### config.mk
export PLATFORM = sky130hd
export DESIGN_NAME = pipeline_hazard_unit
export DESIGN_NICKNAME = d
export VERILOG_FILES = /design/src/rtl/pipeline_hazard_unit.sv
export SDC_FILE = /design/constraint.sdc
export NUM_CORES = 1
export LEC_CHECK = 0
export CORE_ASPECT_RATIO = 0.75
export CORE_MARGIN = 2
export CORE_UTILIZATION = 30
export CTS_BUF_LIST = sky130_fd_sc_hd__clkbuf_2
export CTS_CLUSTER_SIZE = 10
export DETAILED_ROUTE_END_ITERATION = 12
export SETUP_SLACK_MARGIN = 0.15
export SYNTH_ARGS = -nofsm -noshare
export SYNTH_HDL_FRONTEND = slang
export SYNTH_SLANG_ARGS = --single-unit
### constraint.sdc
create_clock -name CLK -period 2.3 [get_ports CLK]
set_clock_uncertainty 0.2 [all_clocks]
set_input_delay 0.46 -clock CLK [delete_from_list [all_inputs] [get_ports CLK]]
set_output_delay 0.46 -clock CLK [all_outputs]
set_load 0.1 [all_outputs]
### src/rtl/pipeline_hazard_unit.sv
// Hazard and flush controller for the 5-stage MIPS pipeline.
// Handles taken-branch flushes, jumps, load-use stalls, and multi-cycle
// data-memory freezes. It also drains the pipeline on halt, cancels a
// halt that was fetched down a mispredicted path, and counts stall cycles.
module pipeline_hazard_unit #(
    parameter int unsigned REG_ADDR_W   = 5,
    parameter int unsigned MEM_LATENCY  = 1,
    parameter int unsigned DRAIN_CYCLES = 3,
    parameter int unsigned CNT_W        = 16
) (
    input  logic                  CLK,
    input  logic                  Reset,
    input  logic                  Branch,
    input  logic                  Jump,
    input  logic                  Halt,
    input  logic                  Resume,
    input  logic [REG_ADDR_W-1:0] ID_rs,
    input  logic [REG_ADDR_W-1:0] ID_rt,
    input  logic                  ID_UsesRt,
    input  logic                  EX_MemRead,
    input  logic [REG_ADDR_W-1:0] EX_rd,
    input  logic                  MEM_Access,
    output logic                  PCWre,
    output logic [1:0]            PCSrc,
    output logic                  IF_ID_Wre,
    output logic                  IF_ID_Flush,
    output logic                  ID_EX_Flush,
    output logic                  EX_MEM_Flush,
    output logic                  Freeze,
    output logic                  Halted,
    output logic [CNT_W-1:0]      StallCycles
);

    localparam int unsigned MCW = (MEM_LATENCY > 1) ? $clog2(MEM_LATENCY) : 1;
    localparam int unsigned DCW = (DRAIN_CYCLES > 1) ? $clog2(DRAIN_CYCLES) : 1;
    localparam logic [MCW-1:0] MEM_RELOAD   = MCW'((MEM_LATENCY > 0) ? MEM_LATENCY - 1 : 0);
    localparam logic [DCW-1:0] DRAIN_RELOAD = DCW'((DRAIN_CYCLES > 0) ? DRAIN_CYCLES - 1 : 0);

    typedef enum logic [1:0] {
        RUN        = 2'd0,
        HALT_DRAIN = 2'd1,
        HALTED     = 2'd2
    } state_e;

    state_e           state_q, state_d;
    logic [DCW-1:0]   drain_cnt_q, drain_cnt_d;
    logic             mem_busy_q, mem_busy_d;
    logic [MCW-1:0]   mem_cnt_q, mem_cnt_d;
    logic [CNT_W-1:0] stall_q, stall_d;

    logic luse;
    logic mem_freeze;

    assign luse = EX_MemRead && (EX_rd != '0) &&
                  ((EX_rd == ID_rs) || (ID_UsesRt && (EX_rd == ID_rt)));

    // Memory freeze request: a new access starts one unless a branch is
    // flushing the same cycle; the release cycle (count 0) never freezes.
    always_comb begin
        mem_freeze = 1'b0;
        if ((MEM_LATENCY > 0) && (state_q != HALTED)) begin
            if (mem_busy_q) begin
                mem_freeze = (mem_cnt_q != '0);
            end else begin
                mem_freeze = MEM_Access && !Branch;
            end
        end
    end

    // State register and counters, cleared asynchronously.
    always_ff @(posedge CLK or posedge Reset) begin
        if (Reset) begin
            state_q     <= RUN;
            drain_cnt_q <= '0;
            mem_busy_q  <= 1'b0;
            mem_cnt_q   <= '0;
            stall_q     <= '0;
        end else begin
            state_q     <= state_d;
            drain_cnt_q <= drain_cnt_d;
            mem_busy_q  <= mem_busy_d;
            mem_cnt_q   <= mem_cnt_d;
            stall_q     <= stall_d;
        end
    end

    // Next-state logic for the FSM, memory-freeze tracker and stall counter.
    always_comb begin
        state_d     = state_q;
        drain_cnt_d = drain_cnt_q;
        mem_busy_d  = mem_busy_q;
        mem_cnt_d   = mem_cnt_q;
        stall_d     = stall_q;

        if ((MEM_LATENCY > 0) && (state_q != HALTED)) begin
            if (!mem_busy_q) begin
                if (MEM_Access && !Branch) begin
                    mem_busy_d = 1'b1;
                    mem_cnt_d  = MEM_RELOAD;
                end
            end else if (mem_cnt_q != '0) begin
                mem_cnt_d = mem_cnt_q - 1'b1;
            end else begin
                mem_busy_d = 1'b0;
            end
        end

        case (state_q)
            RUN: begin
                if (!Branch && !mem_freeze && !luse && !Jump && Halt) begin
                    state_d     = HALT_DRAIN;
                    drain_cnt_d = DRAIN_RELOAD;
                end
            end
            HALT_DRAIN: begin
                if (Branch) begin
                    state_d = RUN;
                end else if (!mem_freeze) begin
                    if (drain_cnt_q == '0) begin
                        state_d = HALTED;
                    end else begin
                        drain_cnt_d = drain_cnt_q - 1'b1;
                    end
                end
            end
            HALTED: begin
                if (Resume) begin
                    state_d = RUN;
                end
            end
            default: state_d = RUN;
        endcase

        if (!PCWre && (state_q != HALTED) && (stall_q != '1)) begin
            stall_d = stall_q + 1'b1;
        end
    end

    // Pipeline control outputs from state and current inputs.
    always_comb begin
        PCWre        = 1'b1;
        PCSrc        = 2'b00;
        IF_ID_Wre    = 1'b1;
        IF_ID_Flush  = 1'b0;
        ID_EX_Flush  = 1'b0;
        EX_MEM_Flush = 1'b0;
        Freeze       = 1'b0;
        Halted       = 1'b0;

        case (state_q)
            RUN: begin
                if (Branch) begin
                    PCSrc        = 2'b01;
                    IF_ID_Flush  = 1'b1;
                    ID_EX_Flush  = 1'b1;
                    EX_MEM_Flush = 1'b1;
                end else if (mem_freeze) begin
                    PCWre     = 1'b0;
                    IF_ID_Wre = 1'b0;
                    Freeze    = 1'b1;
                end else if (luse) begin
                    PCWre       = 1'b0;
                    IF_ID_Wre   = 1'b0;
                    ID_EX_Flush = 1'b1;
                end else if (Jump) begin
                    PCSrc       = 2'b10;
                    IF_ID_Flush = 1'b1;
                end else if (Halt) begin
                    PCWre       = 1'b0;
                    IF_ID_Wre   = 1'b0;
                    ID_EX_Flush = 1'b1;
                end
            end
            HALT_DRAIN: begin
                if (Branch) begin
                    PCSrc        = 2'b01;
                    IF_ID_Flush  = 1'b1;
                    ID_EX_Flush  = 1'b1;
                    EX_MEM_Flush = 1'b1;
                end else if (mem_freeze) begin
                    PCWre     = 1'b0;
                    IF_ID_Wre = 1'b0;
                    Freeze    = 1'b1;
                end else begin
                    PCWre       = 1'b0;
                    IF_ID_Wre   = 1'b0;
                    ID_EX_Flush = 1'b1;
                end
            end
            HALTED: begin
                Halted    = 1'b1;
                PCWre     = 1'b0;
                IF_ID_Wre = 1'b0;
            end
            default: begin
                PCWre = 1'b1;
            end
        endcase
    end

    assign StallCycles = stall_q;

endmodule

==> results.toml, run 1 <==
[floorplanning]
io_pins = 49
die_h_um = 59.68
die_width_um = 78.24
dieArea_um2 = 4669
coreArea_um2 = 4004
start_util_pct = 30.97
rows = 20

[synthesis]
syn_area_per_cell_um2 = 10.08
ys_async_sr_fraction_pct = 100.0
yosys_warnings = 0
yosysMostFrequentCell = "xnor2_1"
synth_area_leaders = "dfrtp_1 (42%), xnor2_1 (16%), nand3_1 (3.6%), nand4_1 (3.0%), nand2_1 (2.7%)"
synth_cell_types = 38
synth_flop_cell = "dfrtp_1"
synth_largest_area_cell = "dfrtp_1"
synthesis.area_um2 = 1240
synth_nets = 149
synth_top_area_share_pct = 42.38
synthCells = 123
synth-edff-count = 0
ys_ff_latch = 21
synth_common_cells = "xnor2_1 (23), dfrtp_1 (21), nand2_1 (9), nand3_1 (9)"
synth_seq_area_share_pct = 42.38

[clock_tree]
clk_pin_slew_ns = 0.19
cts.sinks = 21
cts_tree = "done"
numCtsBuffers = 3
clockBufferDepth = 2
h-tree-depth = 1
clk_latency_ns = 0.32
cts_root_buffer = "clkbuf_2"

[cells_and_area]
final_core_util_pct = 63.38
diodes = 0
fin_area_um2 = 2537
nNetsFinal = 243
synthToLayoutAreaGrowth_pct = 104.6
fill_cells = 326
final_cells = 271
drive_gt1_share_pct = 69.91

[global_route]
grt_pass1_wl_um = 6065
grt-ovfl-total = 0
grt_usage_pct = 16.84
grt_max_degree = 22
antenna_found_initial = 0
grt_pass1_vias = 1262

[power_and_ir_drop]
p_seq_share_pct = 27.8
p_sw_share_pct = 49.88
power.internal_mw = 0.9152
power.switching_mw = 0.9110
p_per_area_nw_per_um2 = 719.7
combPwrFrac_pct = 63.7
finalPower_mw = 1.826
power_leakage_nw = 1.182
ir_drop_v = 0.0004417
clockPowerShare_pct = 8.6

[sta]
setup_ws_ns = -0.1097
period_needed_ns = 2.410
post-route-period-util_pct = 104.8
worst_pin_slew_ns = 0.4473
setup_violations = 5
hold_viol = 0
relSlewSlack_pct = 70.18
fin_setup_tns_ns = -0.3834
drv_slew = 0
rsz0062_at_grt = "yes"
whs_ns = 0.2365
fmax_ghz = 0.4150

[detailed_routing]
dr.pass1.iters = 4
drc = 0
wl_per_cell_um = 13.82
via_per_inst = 4.620
drt-initial-drc-count = 39
vias = 1252
detail-route-antenna-nets = 0
wirelength_um = 3745

[min_path]
hold_class = "input pin to async pin"

[placement]
place_ws_ns = -0.5315
portBuffers = 48
gp_congestion = 0.8074
place_inst = 254
place_area_um2 = 2258
dp.final_hpwl_um = 2827

[status]
violations = "negative setup slack"
status = "finished, violations left"

[critical_path]
required_ns = 1.64
critPathLaunchType = "input pin"
worstPathMaxFanout = 5
critPathKind = "input pin to output port"
cp-end-kind = "output port"
worst-endpoint-arrival_ns = 1.75

[run]
drv_cap = 0
cell families after synthesis:
kind of cell | after synthesis | share of synthesized area, %
fa+ha+maj | 2 | 2.018
xor+xnor | 25 | 17.66
mux | 2 | 1.715
flops | 21 | 42.38
simple gates | 51 | 23.61
buf+inv | 9 | 3.632
compound gates | 13 | 8.982
flip-flops by register name, indices dropped and copies added, names as in the netlist:
name and count:
state_q 2, StallCycles 16, drain_cnt_q 2, mem_busy_q 1
power groups by stage:
| stage | clock, mW | combinational [mW] | sequential, mW |
|---|---|---|---|
| finish | 0.157 | 1.16 | 0.507 |
| global route | 0.184 | 1.22 | 0.514 |
| CTS | 0.165 | 1.11 | 0.510 |
| detailed placement | 0 | 1.08 | 0.518 |
| global placement | 0 | 1.07 | 0.513 |
| floorplan | 0 | 0.362 | 0.878 |
what timing repair did:
item / CTS / global route
hold buffers: 0 / 0
resized for setup: 97 / 18
endpoints found under the setup margin: 24 / 21
setup buffers: 10 / 3
pin swaps: 39 / 15
cell type report:
cell class / instances / area (um^2) / area share (%)
clock buffer: 4 / 20.02 / 0.7890
multi-input combinational: 93 / 969.7 / 38.22
sequential: 21 / 553.0 / 21.79
timing repair buffer: 92 / 903.4 / 35.60
inverter: 6 / 22.52 / 0.8876
tap: 55 / 68.82 / 2.712
layer usage:
metal	track usage, %	routed length, um	up-vias
met1	24.60	1811	614
li1	-	-	622
met3	3.323	109	0
met4	3.008	0	0
met5	0	0	-
met2	26.48	1824	16
critical path: stages:
cell and delay, ns:
buf_6 0.10, xnor2_2 0.15, nand3_1 0.11, o22ai_2 0.21, a31oi_4 0.17, buf_4 0.17, and3_2 0.20, buf_12 0.16
final timing paths:
path / start / end / slack [ns] / cells past startpoint
max: ID_rs[2] / PCSrc[1] / -0.11 / 8
min: Reset / StallCycles[10] / 0.24 / 3
max reg2reg: StallCycles[2] / StallCycles[1] / 0.01 / 7
min reg2reg: drain_cnt_q[0] / drain_cnt_q[0] / 0.29 / 1
max in group asynchronous: Reset / StallCycles[4] / 1.42 / 3
min in group CLK: drain_cnt_q[0] / drain_cnt_q[0] / 0.29 / 1
layout by cell type, fill, tap and decap left out, types with 5 or more instances in the layout:
cell type	instances
buf_6	16
buf_4	50
inv_1	5
dfrtp_2	10
nand2_1	6
dlygate4sd2_1	6
xnor2_1	10
buf_2	5
nand4_1	6
xnor2_2	13
dfrtp_1	7
buf_12	11
No activity file was read; power rests on OpenSTA's default activity.
==> run 2, diff against run 1 <==
--- a/config.mk
+++ b/config.mk
@@ -5,6 +5,7 @@
 export SDC_FILE = /design/constraint.sdc
 export NUM_CORES = 1
 export LEC_CHECK = 0
+export CAP_MARGIN = 15
 export CORE_ASPECT_RATIO = 0.75
 export CORE_MARGIN = 2
 export CORE_UTILIZATION = 30
==> results of run 2 <==
Final layout, timing and power as in run 1 (identical DEF).
==> run 3, diff against run 2 <==
--- a/config.mk
+++ b/config.mk
@@ -8,10 +8,11 @@
 export CAP_MARGIN = 15
 export CORE_ASPECT_RATIO = 0.75
 export CORE_MARGIN = 2
-export CORE_UTILIZATION = 30
+export CORE_UTILIZATION = 40
 export CTS_BUF_LIST = sky130_fd_sc_hd__clkbuf_2
 export CTS_CLUSTER_SIZE = 10
 export DETAILED_ROUTE_END_ITERATION = 12
+export PLACE_DENSITY = 0.75
 export SETUP_SLACK_MARGIN = 0.15
 export SYNTH_ARGS = -nofsm -noshare
 export SYNTH_HDL_FRONTEND = slang
==> run 3 against run 2 <==
- the run still ends with negative setup slack left
- non-clock buffer count is 2 higher
- critical path depth fell by 3
- via count is 7.0% higher
- clock power is essentially flat
- maximum frequency fell by 0.34%
- utilization is 21 points higher
- cell area shrank 1.8%
- sequential power increased by 1%
- power increased by 1.3%
- worst setup slack worse by 0.0082 ns
- critical endpoint is now PCWre
- largest cell class unchanged
==> results.toml, run 3 (synthesis gave the netlist of run 1 again) <==
[status]
status = "finished, violations left"
violations = "negative setup slack"

[clock_tree]
cts_tree = "done"
cts_hold_buf = 0
h-tree-depth = 1
clk_pin_slew_ns = 0.19
cts_root_buffer = "clkbuf_2"
clk_latency_ns = 0.32
clockBufferDepth = 2
cts.sinks = 21
numCtsBuffers = 3

[sta]
period_needed_ns = 2.418
whs_ns = 0.2336
rsz0062_at_grt = "yes"
worst_pin_slew_ns = 0.3860
setup_violations = 6
setup_ws_ns = -0.1179
fin_setup_tns_ns = -0.3561
post-route-period-util_pct = 105.1
relSlewSlack_pct = 74.27
drv_slew = 0
fmax_ghz = 0.4136
hold_viol = 0

[floorplanning]
die_h_um = 52.22
io_pins = 49
rows = 17
die_width_um = 68.29
coreArea_um2 = 2957
dieArea_um2 = 3566
start_util_pct = 41.94

[detailed_routing]
wl_per_cell_um = 17.28
vias = 1340
wirelength_um = 4424
dr.pass1.iters = 4
drc = 0
via_per_inst = 5.234
drt-initial-drc-count = 60
detail-route-antenna-nets = 0

[critical_path]
crit_start = "EX_MemRead"
cp-end-kind = "output port"
worst-endpoint-arrival_ns = 1.76
crit_family = "buffers and inverters"
critPathLaunchType = "input pin"
r2r-end = "StallCycles[8]"
critPathBufInv = 2
required_ns = 1.64
worstPathMaxFanout = 5
cp_cell_sequence = "clkdlybuf4s50_1, a31oi_4, nand2_2, a21oi_4, buf_12"
rr_startpoint = "StallCycles[2]"
r2r_cells = 9
r2r_slack_ns = -0.02
critPathKind = "input pin to output port"
crit_slowest_cell = "clkdlybuf4s50_1"
crit_path_max_incr_delay_ns = 0.44

[placement]
portBuffers = 48
gp_congestion = 0.8246
dp.final_hpwl_um = 3005
place_area_um2 = 2207

[min_path]
hold_class = "input pin to async pin"

[cells_and_area]
fill_cells = 156
layout_commonest_cell = "buf_4"
final_core_util_pct = 84.30
drive_gt1_share_pct = 69.27
final_cell_mix = "buf_4 (52), buf_6 (14), xnor2_2 (12)"
multi_input_area_um2 = 934.6
synthToLayoutAreaGrowth_pct = 101.0
fin_area_um2 = 2492
diodes = 0
largest_reg_flops = 16
nNetsFinal = 245
seq_area_um2 = 553.0

[global_route]
grt_usage_pct = 25.10
gr-usage-met1_pct = 31.59
grt_max_degree = 22
grt-ovfl-total = 0
grt_pass1_vias = 1389
grt_pass1_wl_um = 6548
grtUsageMet2_pct = 43.37
antenna_found_initial = 0
grtUsageMet3_pct = 5.806
busiest_layer = "met2"

[power_and_ir_drop]
power_leakage_nw = 1.180
p_per_area_nw_per_um2 = 742.5
ir_drop_v = 0.0005047
finalPower_mw = 1.851

[run]
drv_cap = 0
## run 3: cell types whose count changed in the layout (fill, tap and decap cells not counted), moves of 2 or more
cell,previous run,this run
buf_2,5,7
dlygate4sd2_1,6,3
buf_4,50,52
nand2_2,3,1
clkdlybuf4s50_1,2,4
nor2_4,4,2
buf_6,16,14
## run 3: worst max path at each step
stage | to | slack (ns) | cells past startpoint
4_1_cts | PCWre | -0.05 | 6
3_5_place_dp | ID_EX_Flush | -0.53 | 8
6_report | PCWre | -0.12 | 5
2_1_floorplan | PCWre | -0.70 | 7
3_3_place_gp | ID_EX_Flush | -0.47 | 8
5_1_grt | PCWre | -0.18 | 5
## run 3: final cells by class
| cell class | count | area share, % |
|---|---|---|
| clock buffers | 4 | 0.8032 |
| multi-input cells | 93 | 37.50 |
| flip-flops and latches | 21 | 22.19 |
| well taps | 38 | 1.908 |
| repair buffers | 94 | 36.70 |
| inverters | 6 | 0.9036 |
## run 3: what timing repair did
action,CTS,global route
buffers inserted,11,7
gates resized for setup,93,15
setup endpoints to repair,23,20
pin swaps,29,10
gates cloned,1,0
endpoints found under the hold margin,0,0
## run 3: through the flow
| stage | setup slack (ns) | std cells |
|---|---|---|
| after floorplan | -0.7019 | 123 |
| after global placement | -0.4668 | 233 |
| after detailed placement | -0.5339 | 233 |
| after CTS | -0.05331 | 249 |
| after global routing | -0.1841 | 256 |
| final | -0.1179 | 256 |
## run 3: power breakdown
part / internal, mW / switching [mW] / total (mW) / leakage, nW
combinational: 0.414 / 0.768 / 1.18 / 0.910
sequential: 0.458 / 0.0539 / 0.512 / 0.253
clock: 0.0460 / 0.111 / 0.157 / 0.0166
## run 3: worst min-delay path, stage by stage
cell and delay, ns:
clkdlybuf4s50_1 0.40, inv_1 0.05, buf_4 0.26
## run 3: metal layers
metal	up-vias	routed length, um	share of wire [%]
li1	620	-	-
met1	667	1779	40
met2	47	2381	54
met3	6	201	4.5
met4	0	61	1.4
met5	-	0	0
